[src/rtl/sq_sum_if.sv]
// Handshake and result bundle for sq_sum. Defining SQSUM_CHECK_EN adds the
// root operand and the ok flag.
interface sq_sum_if;
  logic        start;
  logic [4:0]  in1;
  logic [4:0]  in2;
  logic [10:0] O;
  logic        done;
  logic        busy;
  logic [3:0]  state;
`ifdef SQSUM_CHECK_EN
  logic [4:0]  root;
  logic        ok;

  modport master (output start, in1, in2, root, input O, done, busy, state, ok);
  modport slave  (input start, in1, in2, root, output O, done, busy, state, ok);
`else
  modport master (output start, in1, in2, input O, done, busy, state);
  modport slave  (input start, in1, in2, output O, done, busy, state);
`endif
endinterface

[src/rtl/sq_sum.sv]
// Sequential x*x + y*y using one shared 5-step shift-add squarer.
// Optional SQSUM_CHECK_EN adds a root bracket check (r*r <= O <= (r+1)^2).
module sq_sum (
  input  logic     clk,
  input  logic     rst_n,
  sq_sum_if.slave  bus
);

  typedef enum logic [3:0] {
    IDLE = 4'd0,
    LOAD = 4'd1,
    SQ1  = 4'd2,
    SQ2  = 4'd3,
    ADD  = 4'd4,
`ifdef SQSUM_CHECK_EN
    SQ3  = 4'd5,
    CHK  = 4'd6,
`endif
    DONE = 4'd7
  } state_t;

  state_t      state_reg;
  logic [4:0]  x_reg;
  logic [4:0]  y_reg;
  logic [2:0]  cnt_reg;
  logic [9:0]  acc_reg;
  logic [9:0]  p1_reg;
  logic [10:0] o_reg;
  logic        done_reg;
  logic        busy_reg;
`ifdef SQSUM_CHECK_EN
  logic [4:0]  r_reg;
  logic        ok_reg;
  logic [10:0] sq_ext;
  logic [10:0] upper;
`endif

  logic [4:0]  mul_op;
  logic        mul_bit;
  logic [9:0]  partial;
  logic [9:0]  step;
  logic        last;

  // Operand feeding the shared squarer depends on which squaring phase is active.
  always_comb begin
    mul_op = x_reg;
    case (state_reg)
      SQ2:     mul_op = y_reg;
`ifdef SQSUM_CHECK_EN
      SQ3:     mul_op = r_reg;
`endif
      default: mul_op = x_reg;
    endcase
  end

  assign mul_bit = |(mul_op & (5'b00001 << cnt_reg));
  assign partial = ({5'b00000, mul_op} << cnt_reg) & {10{mul_bit}};
  assign step    = acc_reg + partial;
  assign last    = (cnt_reg == 3'd4);

`ifdef SQSUM_CHECK_EN
  assign sq_ext = {1'b0, acc_reg};
  assign upper  = sq_ext + {5'b00000, r_reg, 1'b0} + 11'd1;
`endif

  always_ff @(posedge clk or negedge rst_n) begin
    if (!rst_n) begin
      state_reg <= IDLE;
      x_reg     <= '0;
      y_reg     <= '0;
      cnt_reg   <= '0;
      acc_reg   <= '0;
      p1_reg    <= '0;
      o_reg     <= '0;
      done_reg  <= 1'b0;
      busy_reg  <= 1'b0;
`ifdef SQSUM_CHECK_EN
      r_reg     <= '0;
      ok_reg    <= 1'b0;
`endif
    end else begin
      // done and busy are registered from the state being entered
      done_reg <= 1'b0;
      busy_reg <= 1'b1;
      case (state_reg)
        IDLE: begin
          if (bus.start) state_reg <= LOAD;
          else           busy_reg  <= 1'b0;
        end
        LOAD: begin
          x_reg     <= bus.in1;
          y_reg     <= bus.in2;
`ifdef SQSUM_CHECK_EN
          r_reg     <= bus.root;
`endif
          acc_reg   <= '0;
          cnt_reg   <= '0;
          state_reg <= SQ1;
        end
        SQ1: begin
          cnt_reg <= last ? 3'd0 : cnt_reg + 3'd1;
          acc_reg <= last ? 10'd0 : step;
          if (last) begin
            p1_reg    <= step;
            state_reg <= SQ2;
          end
        end
        SQ2: begin
          acc_reg <= step;
          cnt_reg <= last ? 3'd0 : cnt_reg + 3'd1;
          if (last) state_reg <= ADD;
        end
        ADD: begin
          o_reg <= {1'b0, p1_reg} + {1'b0, acc_reg};
`ifdef SQSUM_CHECK_EN
          acc_reg   <= '0;
          cnt_reg   <= '0;
          state_reg <= SQ3;
`else
          done_reg  <= 1'b1;
          state_reg <= DONE;
`endif
        end
`ifdef SQSUM_CHECK_EN
        SQ3: begin
          acc_reg <= step;
          cnt_reg <= last ? 3'd0 : cnt_reg + 3'd1;
          if (last) state_reg <= CHK;
        end
        CHK: begin
          ok_reg    <= (sq_ext <= o_reg) && (o_reg <= upper);
          done_reg  <= 1'b1;
          state_reg <= DONE;
        end
`endif
        DONE: begin
          busy_reg  <= 1'b0;
          state_reg <= IDLE;
        end
        default: begin
          busy_reg  <= 1'b0;
          state_reg <= IDLE;
        end
      endcase
    end
  end

  assign bus.O     = o_reg;
  assign bus.done  = done_reg;
  assign bus.busy  = busy_reg;
  assign bus.state = state_reg;
`ifdef SQSUM_CHECK_EN
  assign bus.ok    = ok_reg;
`endif

endmodule

[src/flat_wrapper.sv]
// flat-port wrapper written by rule: the top's interface ports become plain ports
module sq_sum_flat 
  (clk, rst_n, bus_start, bus_in1, bus_in2, bus_O, bus_done, bus_busy, bus_state);
  sq_sum_if bus_i ();
  input  logic clk;
  input  logic rst_n;
  input wire logic [$bits(bus_i.start)-1:0] bus_start;
  input wire logic [$bits(bus_i.in1)-1:0] bus_in1;
  input wire logic [$bits(bus_i.in2)-1:0] bus_in2;
  output wire logic [$bits(bus_i.O)-1:0] bus_O;
  output wire logic [$bits(bus_i.done)-1:0] bus_done;
  output wire logic [$bits(bus_i.busy)-1:0] bus_busy;
  output wire logic [$bits(bus_i.state)-1:0] bus_state;
  assign bus_i.start = bus_start;
  assign bus_i.in1 = bus_in1;
  assign bus_i.in2 = bus_in2;
  assign bus_O = bus_i.O;
  assign bus_done = bus_i.done;
  assign bus_busy = bus_i.busy;
  assign bus_state = bus_i.state;
  sq_sum u_core (.clk(clk), .rst_n(rst_n), .bus(bus_i));
endmodule
[config.mk]
export PLATFORM = sky130hd
export DESIGN_NAME = sq_sum_flat
export DESIGN_NICKNAME = d
export VERILOG_FILES = /design/src/rtl/sq_sum_if.sv /design/src/rtl/sq_sum.sv /design/src/flat_wrapper.sv
export SDC_FILE = /design/constraint.sdc
export NUM_CORES = 1
export LEC_CHECK = 0
export ABC_CLOCK_PERIOD_IN_PS = 3200
export CORE_MARGIN = 5
export CORE_UTILIZATION = 50
export DETAILED_ROUTE_END_ITERATION = 8
export PLACE_DENSITY = 0.76
export SLEW_MARGIN = 20
export SYNTH_ARGS = -nofsm -noshare
export SYNTH_HDL_FRONTEND = slang
export SYNTH_SLANG_ARGS = --single-unit
[constraint.sdc]
create_clock -name clk -period 3.2 [get_ports clk]
set_input_delay 0.48 -clock clk [delete_from_list [all_inputs] [get_ports clk]]
set_output_delay 0.48 -clock clk [all_outputs]
set_load 0.01 [all_outputs]
== Word-level counts from Yosys, hierarchy flattened ==
Index checks and enable logic that the tools add are counted.
Widths: inputs -> output; s select.

* Register bits after elaboration: 50
* Bits of input ports: 13
* Output and inout bits: 17
* Word-level logic and storage cells: 44

* Add/subtract/negate cells: 3
* Equal/unequal tests: 8
* Shift-type cells: 2
* Muxes and demuxes: 12
* Bitwise gates (word level): 2
* Reductions and logical operators: 8

{| class="wikitable"
|+ Operators with widths
! kind !! count
|-
| $pmux 10 s3 || 1
|-
| $pmux 4 s5 || 1
|-
| $mux 4 || 3
|-
| $add 10x10->11 || 1
|-
| $add 10x10->10 || 1
|-
| $and 10x10->10 || 1
|-
| $mux 10 || 1
|-
| $shl 5x3->10 || 1
|-
| $eq 4x2->1 const B || 2
|-
| $pmux 3 s2 || 1
|-
| $and 5x5->5 || 1
|-
| $mux 5 || 1
|-
| $reduce_or 5->1 || 1
|-
| $shl 1x3->5 const A || 1
|-
| $eq 4x1->1 const B || 1
|-
| $eq 4x3->1 const B || 1
|-
| $logic_not 4->1 || 1
|-
| $ne 2x1->1 const B || 2
|-
| $reduce_or 4->1 || 1
|-
| $add 3x1->3 const B || 1
|-
| $eq 3x3->1 const B || 1
|-
| $mux 3 || 1
|-
| $reduce_and 3->1 || 1
|-
| $reduce_bool 3->1 || 1
|-
| 6 further kinds || 7
|}

== Depth between registers and ports, before layout ==
* Depth after elaboration: 8
* Gate-level depth with buffers: 17
* Depth with buffers taken out: 16

== Least setup slack after synthesis ==
Ideal clock, no wire load.

* Path type: register to register
* Start: register u_core.state_reg[2], in the netlist u_core.bus.state[2]
* End: register u_core.p1_reg[9]
* Library setup time: 0.125 ns
* Data arrival time: 3.194 ns
* Data required time: 3.075 ns
* Slack: -0.119 ns
* Stages on the path, launching flop included: 18
* Buffers on the path: 2
* Period minus slack after synthesis: 3.319 ns
* Cell sequence: dfrtp_1 buf_6 nand3b_4 buf_6 mux2i_1 nor2b_1 o41ai_2 nor2_1 nand2_1 inv_1 ha_1 a21oi_1 o211ai_1 a21oi_1 o21a_1 o21ai_0 xnor2_1 mux2_4

* Longest elaborated chain between the ends: 6
* Elaborated cells between the ends (all ways): 9
* Those cells by class: 1 x add/sub; 2 x eq/ne; 1 x shift; 1 x mux; 2 x bitwise; 2 x reduce/logical

{| class="wikitable"
|+ RTL lines
! item !! line !! source
|-
| start: declaration || sq_sum.sv:22 || <nowiki>state_t state_reg;</nowiki>
|-
| start signal: assignment || sq_sum.sv:68 || <nowiki>state_reg <= IDLE;</nowiki>
|-
| start signal: assignment || sq_sum.sv:87 || <nowiki>if (bus.start) state_reg <= LOAD;</nowiki>
|-
| start signal: assignment || sq_sum.sv:98 || <nowiki>state_reg <= SQ1;</nowiki>
|-
| $eq 4x2->1 || sq_sum.sv:47 || <nowiki>case (state_reg)</nowiki>
|-
| $mux 5 || sq_sum.sv:47 ||
|-
| $and 5x5->5 || sq_sum.sv:56 || <nowiki>assign mul_bit = |(mul_op & (5'b00001 << cnt_reg));</nowiki>
|-
| $reduce_or 5->1 || sq_sum.sv:56 ||
|-
| $and 10x10->10 || sq_sum.sv:57 || <nowiki>assign partial = ({5'b00000, mul_op} << cnt_reg) & {10{mul_bit}};</nowiki>
|-
| $add 10x10->10 || sq_sum.sv:58 || <nowiki>assign step = acc_reg + partial;</nowiki>
|-
| end signal: assignment || sq_sum.sv:104 || <nowiki>p1_reg <= step;</nowiki>
|-
| end: declaration || sq_sum.sv:27 || <nowiki>logic [9:0] p1_reg;</nowiki>
|}

Parallel ways exist; a longest one is shown, timed or not.
A chain may end at the register's enable or synchronous reset.

== Final worst setup path ==
Ends and elaborated chain as after synthesis.

==> flow_summary.json <==
{
  "drt-total-wl_um": 6990,
  "antennaDiodeCount": 0,
  "crit_path_time_final_ns": 3.23,
  "detailed_place.area_mm2": 0.00351,
  "power.density_mw_per_mm2": 1170,
  "postLayoutCellArea_mm2": 0.00392,
  "worst_setup_hold_path_clk_slew_ns": 0.10,
  "violations_in_the_final_reports": "negative setup slack",
  "globalRouteTotalUtil_pct": 18.5,
  "worst-path-max-fanout": 6,
  "worst_case_setup_margin_in_the_final_layout_ns": -0.0316,
  "number_of_detailed_routing_iterations_run_before_antenna_repair": 4,
  "run_status": "finished, violations left",
  "fmax_mhz": 309,
  "dpl.cell_count": 423,
  "first_global_vias": 2416,
  "routed-via-count": 2487,
  "dpl.hpwl_um": 4990,
  "largest_register_ffs": 11,
  "grt_remaining_overflow": 0,
  "fp.dieW_um": 87.7,
  "synth_seq_cells": 49,
  "syn-mean-instance-area_um2": 9.81,
  "grt_max_degree": 50,
  "hold_path.class": "in -> async",
  "r2r_start": "u_core.bus.state[2]",
  "grt_setup_unrepaired": "yes",
  "relSlewSlack_pct": 51.5,
  "worst_clock_skew_ns": 0.00728,
  "hold_viol": 0,
  "syn-num-nets": 347,
  "vias_per_cell": 5.55,
  "cts-htree-levels": 2,
  "layout_common_cells": "49 x sky130_fd_sc_hd__dfrtp_1, 43 x sky130_fd_sc_hd__nand2_1, 41 x sky130_fd_sc_hd__buf_4",
  "detail_route.wl_per_cell_um": 15.6,
  "critical_path.startpoint": "u_core.bus.state[2]",
  "row_count": 28,
  "dieArea_mm2": 0.00769,
  "buffers_added_on_ports": 28,
  "post_route_cells_drive_above_1_share_pct": 28.2,
  "syn_inst": 308,
  "fraction_of_registers_with_async_set_reset_pct": 100,
  "synth_edf_count": 0,
  "ys.flop_type": "sky130_fd_sc_hd__dfrtp_1",
  "fp.dieH_um": 87.7,
  "worst-slew-pin-transition_ns": 0.723,
  "core-area_mm2": 0.00589,
  "leakage_nw": 1.81,
  "required_ns": 3.39,
  "io-pin-count": 30,
  "worstRegToRegCells": 14,
  "floorplan.initialDensity_pct": 51.3,
  "synth.yosys.warnings": 0,
  "setup_total_negative_slack_ns": -0.0438,
  "layout_commonest_cell": "sky130_fd_sc_hd__dfrtp_1",
  "clkLatencyLatePin_ns": 0.30,
  "timing.final.setup_violations": 2,
  "critical_path_arrival_ns": 3.42,
  "max_transition_viols_final": 0,
  "area_growth_pct": 29.7,
  "place_congestion": 0.932,
  "post-route-drc-count": 0,
  "tritoncts_num_sinks": 49,
  "syn_area_mm2": 0.00302,
  "finalNonFillerCells": 448,
  "cts.hold.buffers_added": 0,
  "drt_first_iter_violations": 144,
  "netlist-cell-type-count": 46,
  "tritoncts_clock_tree": "built",
  "number_of_nets_in_the_layout": 411,
  "max-cap-violations": 0,
  "cts_root_buf": "sky130_fd_sc_hd__clkbuf_8",
  "setup.worst_path.end_class": "flip-flop",
  "reg2reg_setup_slack_ns": -0.03,
  "fillerInstances": 468,
  "clk_path_buf_depth": 2,
  "regToRegEndpoint": "u_core.p1_reg[9]",
  "first_pass_grt_wire_length_um": 11100,
  "worstSetupStartpointType": "flip-flop",
  "fin_crit_sh_pct": 101,
  "timing.hold.ws_ns": 0.185,
  "number_of_antenna_violations_at_the_first_check_in_global_routing": 0,
  "ir_drop_v": 0.000537,
  "seq_area_frac_synth_pct": 40.6,
  "numCtsBuffers": 5,
  "worstSetupPathType": "reg -> reg",
  "antenna_left": 0
}
layout make-up:
type | instances | area, um^2 | area share, %
Clock buffer | 5 | 68.8 | 1.76
Timing Repair Buffer | 69 | 589 | 15.0
Sequential cell | 49 | 1230 | 31.3
Inverter | 14 | 52.6 | 1.34
Clock inverter | 3 | 21.3 | 0.543
Tap cell | 75 | 93.8 | 2.40
Multi-Input combinational cell | 233 | 1870 | 47.6
stage by stage:
step	utilization, %	total power [mW]	setup slack (ns)
detailed placement	59.6	3.66	-0.169
global placement	59.6	3.58	-0.0109
finish	66.6	4.58	-0.0316
floorplan	-	2.89	-0.0171
global route	66.6	4.94	-0.161
CTS	63.7	4.26	-0.0149
worst max-delay path, stage by stage (launching register included):
cell and delay, ns:
sky130_fd_sc_hd__dfrtp_1 0.38, sky130_fd_sc_hd__nand3b_4 0.24, sky130_fd_sc_hd__buf_4 0.18, sky130_fd_sc_hd__buf_4 0.13, sky130_fd_sc_hd__mux4_2 0.42, sky130_fd_sc_hd__mux2i_1 0.21
sky130_fd_sc_hd__nor2_1 0.09, sky130_fd_sc_hd__ha_1 0.36, sky130_fd_sc_hd__nand2_1 0.06, sky130_fd_sc_hd__o211ai_1 0.22, sky130_fd_sc_hd__a21oi_2 0.09, sky130_fd_sc_hd__o21a_1 0.21
sky130_fd_sc_hd__o21ai_2 0.15, sky130_fd_sc_hd__xnor2_2 0.09, sky130_fd_sc_hd__mux2_4 0.26
power breakdown:
group	switching, mW	internal [mW]
Clock	0.217	0.156
Sequential	0.216	0.911
Combinational	1.48	1.59
Total	1.92	2.66
logic make-up after synthesis:
family,count (synthesis),share of synthesized area [%]
AND/OR/NAND/NOR,102,15.7
AO/OA/AOI/OAI,63,14.3
flip-flops,49,40.6
adder cells (fa/ha/maj),26,11.3
multiplexers,26,9.78
buffers and inverters,26,3.98
XOR/XNOR,15,4.35
other,1,0.124
synthesized netlist by cell type (2+ instances only):
| cell type | instances | area [um^2] |
|---|---|---|
| sky130_fd_sc_hd__a22o_1 | 9 | 78.8 |
| sky130_fd_sc_hd__or2_2 | 3 | 18.8 |
| sky130_fd_sc_hd__inv_1 | 13 | 48.8 |
| sky130_fd_sc_hd__and3_1 | 2 | 12.5 |
| sky130_fd_sc_hd__ha_1 | 24 | 300 |
| sky130_fd_sc_hd__buf_6 | 2 | 22.5 |
| sky130_fd_sc_hd__fa_1 | 2 | 40.0 |
| sky130_fd_sc_hd__nor2_1 | 25 | 93.8 |
| sky130_fd_sc_hd__dfrtp_1 | 49 | 1230 |
| sky130_fd_sc_hd__a2111oi_0 | 2 | 17.5 |
| sky130_fd_sc_hd__a21oi_1 | 15 | 75.1 |
| sky130_fd_sc_hd__nand3_1 | 2 | 10.0 |
| sky130_fd_sc_hd__o31ai_1 | 5 | 37.5 |
| sky130_fd_sc_hd__a21o_1 | 2 | 15.0 |
| sky130_fd_sc_hd__clkbuf_1 | 7 | 26.3 |
| sky130_fd_sc_hd__xnor2_1 | 11 | 96.3 |
| sky130_fd_sc_hd__nor2b_1 | 11 | 68.8 |
| sky130_fd_sc_hd__o21ai_0 | 15 | 75.1 |
| sky130_fd_sc_hd__xor2_1 | 4 | 35.0 |
| sky130_fd_sc_hd__nand2_1 | 45 | 169 |
| sky130_fd_sc_hd__nor3_1 | 8 | 40.0 |
| sky130_fd_sc_hd__mux2_2 | 14 | 158 |
| sky130_fd_sc_hd__a211oi_1 | 3 | 22.5 |
| sky130_fd_sc_hd__o21a_1 | 3 | 22.5 |
| sky130_fd_sc_hd__mux2i_1 | 10 | 100 |
| sky130_fd_sc_hd__buf_4 | 2 | 15.0 |
worst max path at each step:
stage / end / slack (ns) / cells after the start
after floorplan: u_core.p1_reg[9] / -0.02 / 17
after global placement: u_core.p1_reg[6] / -0.01 / 16
after detailed placement: u_core.p1_reg[8] / -0.17 / 16
after CTS: u_core.p1_reg[8] / -0.01 / 13
after global routing: u_core.acc_reg[8] / -0.16 / 13
final: u_core.p1_reg[9] / -0.03 / 14
per-layer routing:
| metal | part of all wire, % | wire length (um) | GRT usage (%) | up-vias |
|---|---|---|---|---|
| met1 | 41 | 2870 | 22.1 | 1200 |
| li1 | - | - | - | 1205 |
| met4 | 1.7 | 122 | 5.16 | 0 |
| met3 | 4.5 | 314 | 3.01 | 12 |
| met5 | 0 | 0 | 0 | - |
| met2 | 53 | 3680 | 34.0 | 70 |
repair_timing:
item,CTS,global route
gates resized for setup,20,21
buffers inserted,9,10
pin swaps,13,11
endpoints found under the setup margin,5,10
cloned,0,0
Note: power is estimated with default switching activity, not from simulation.
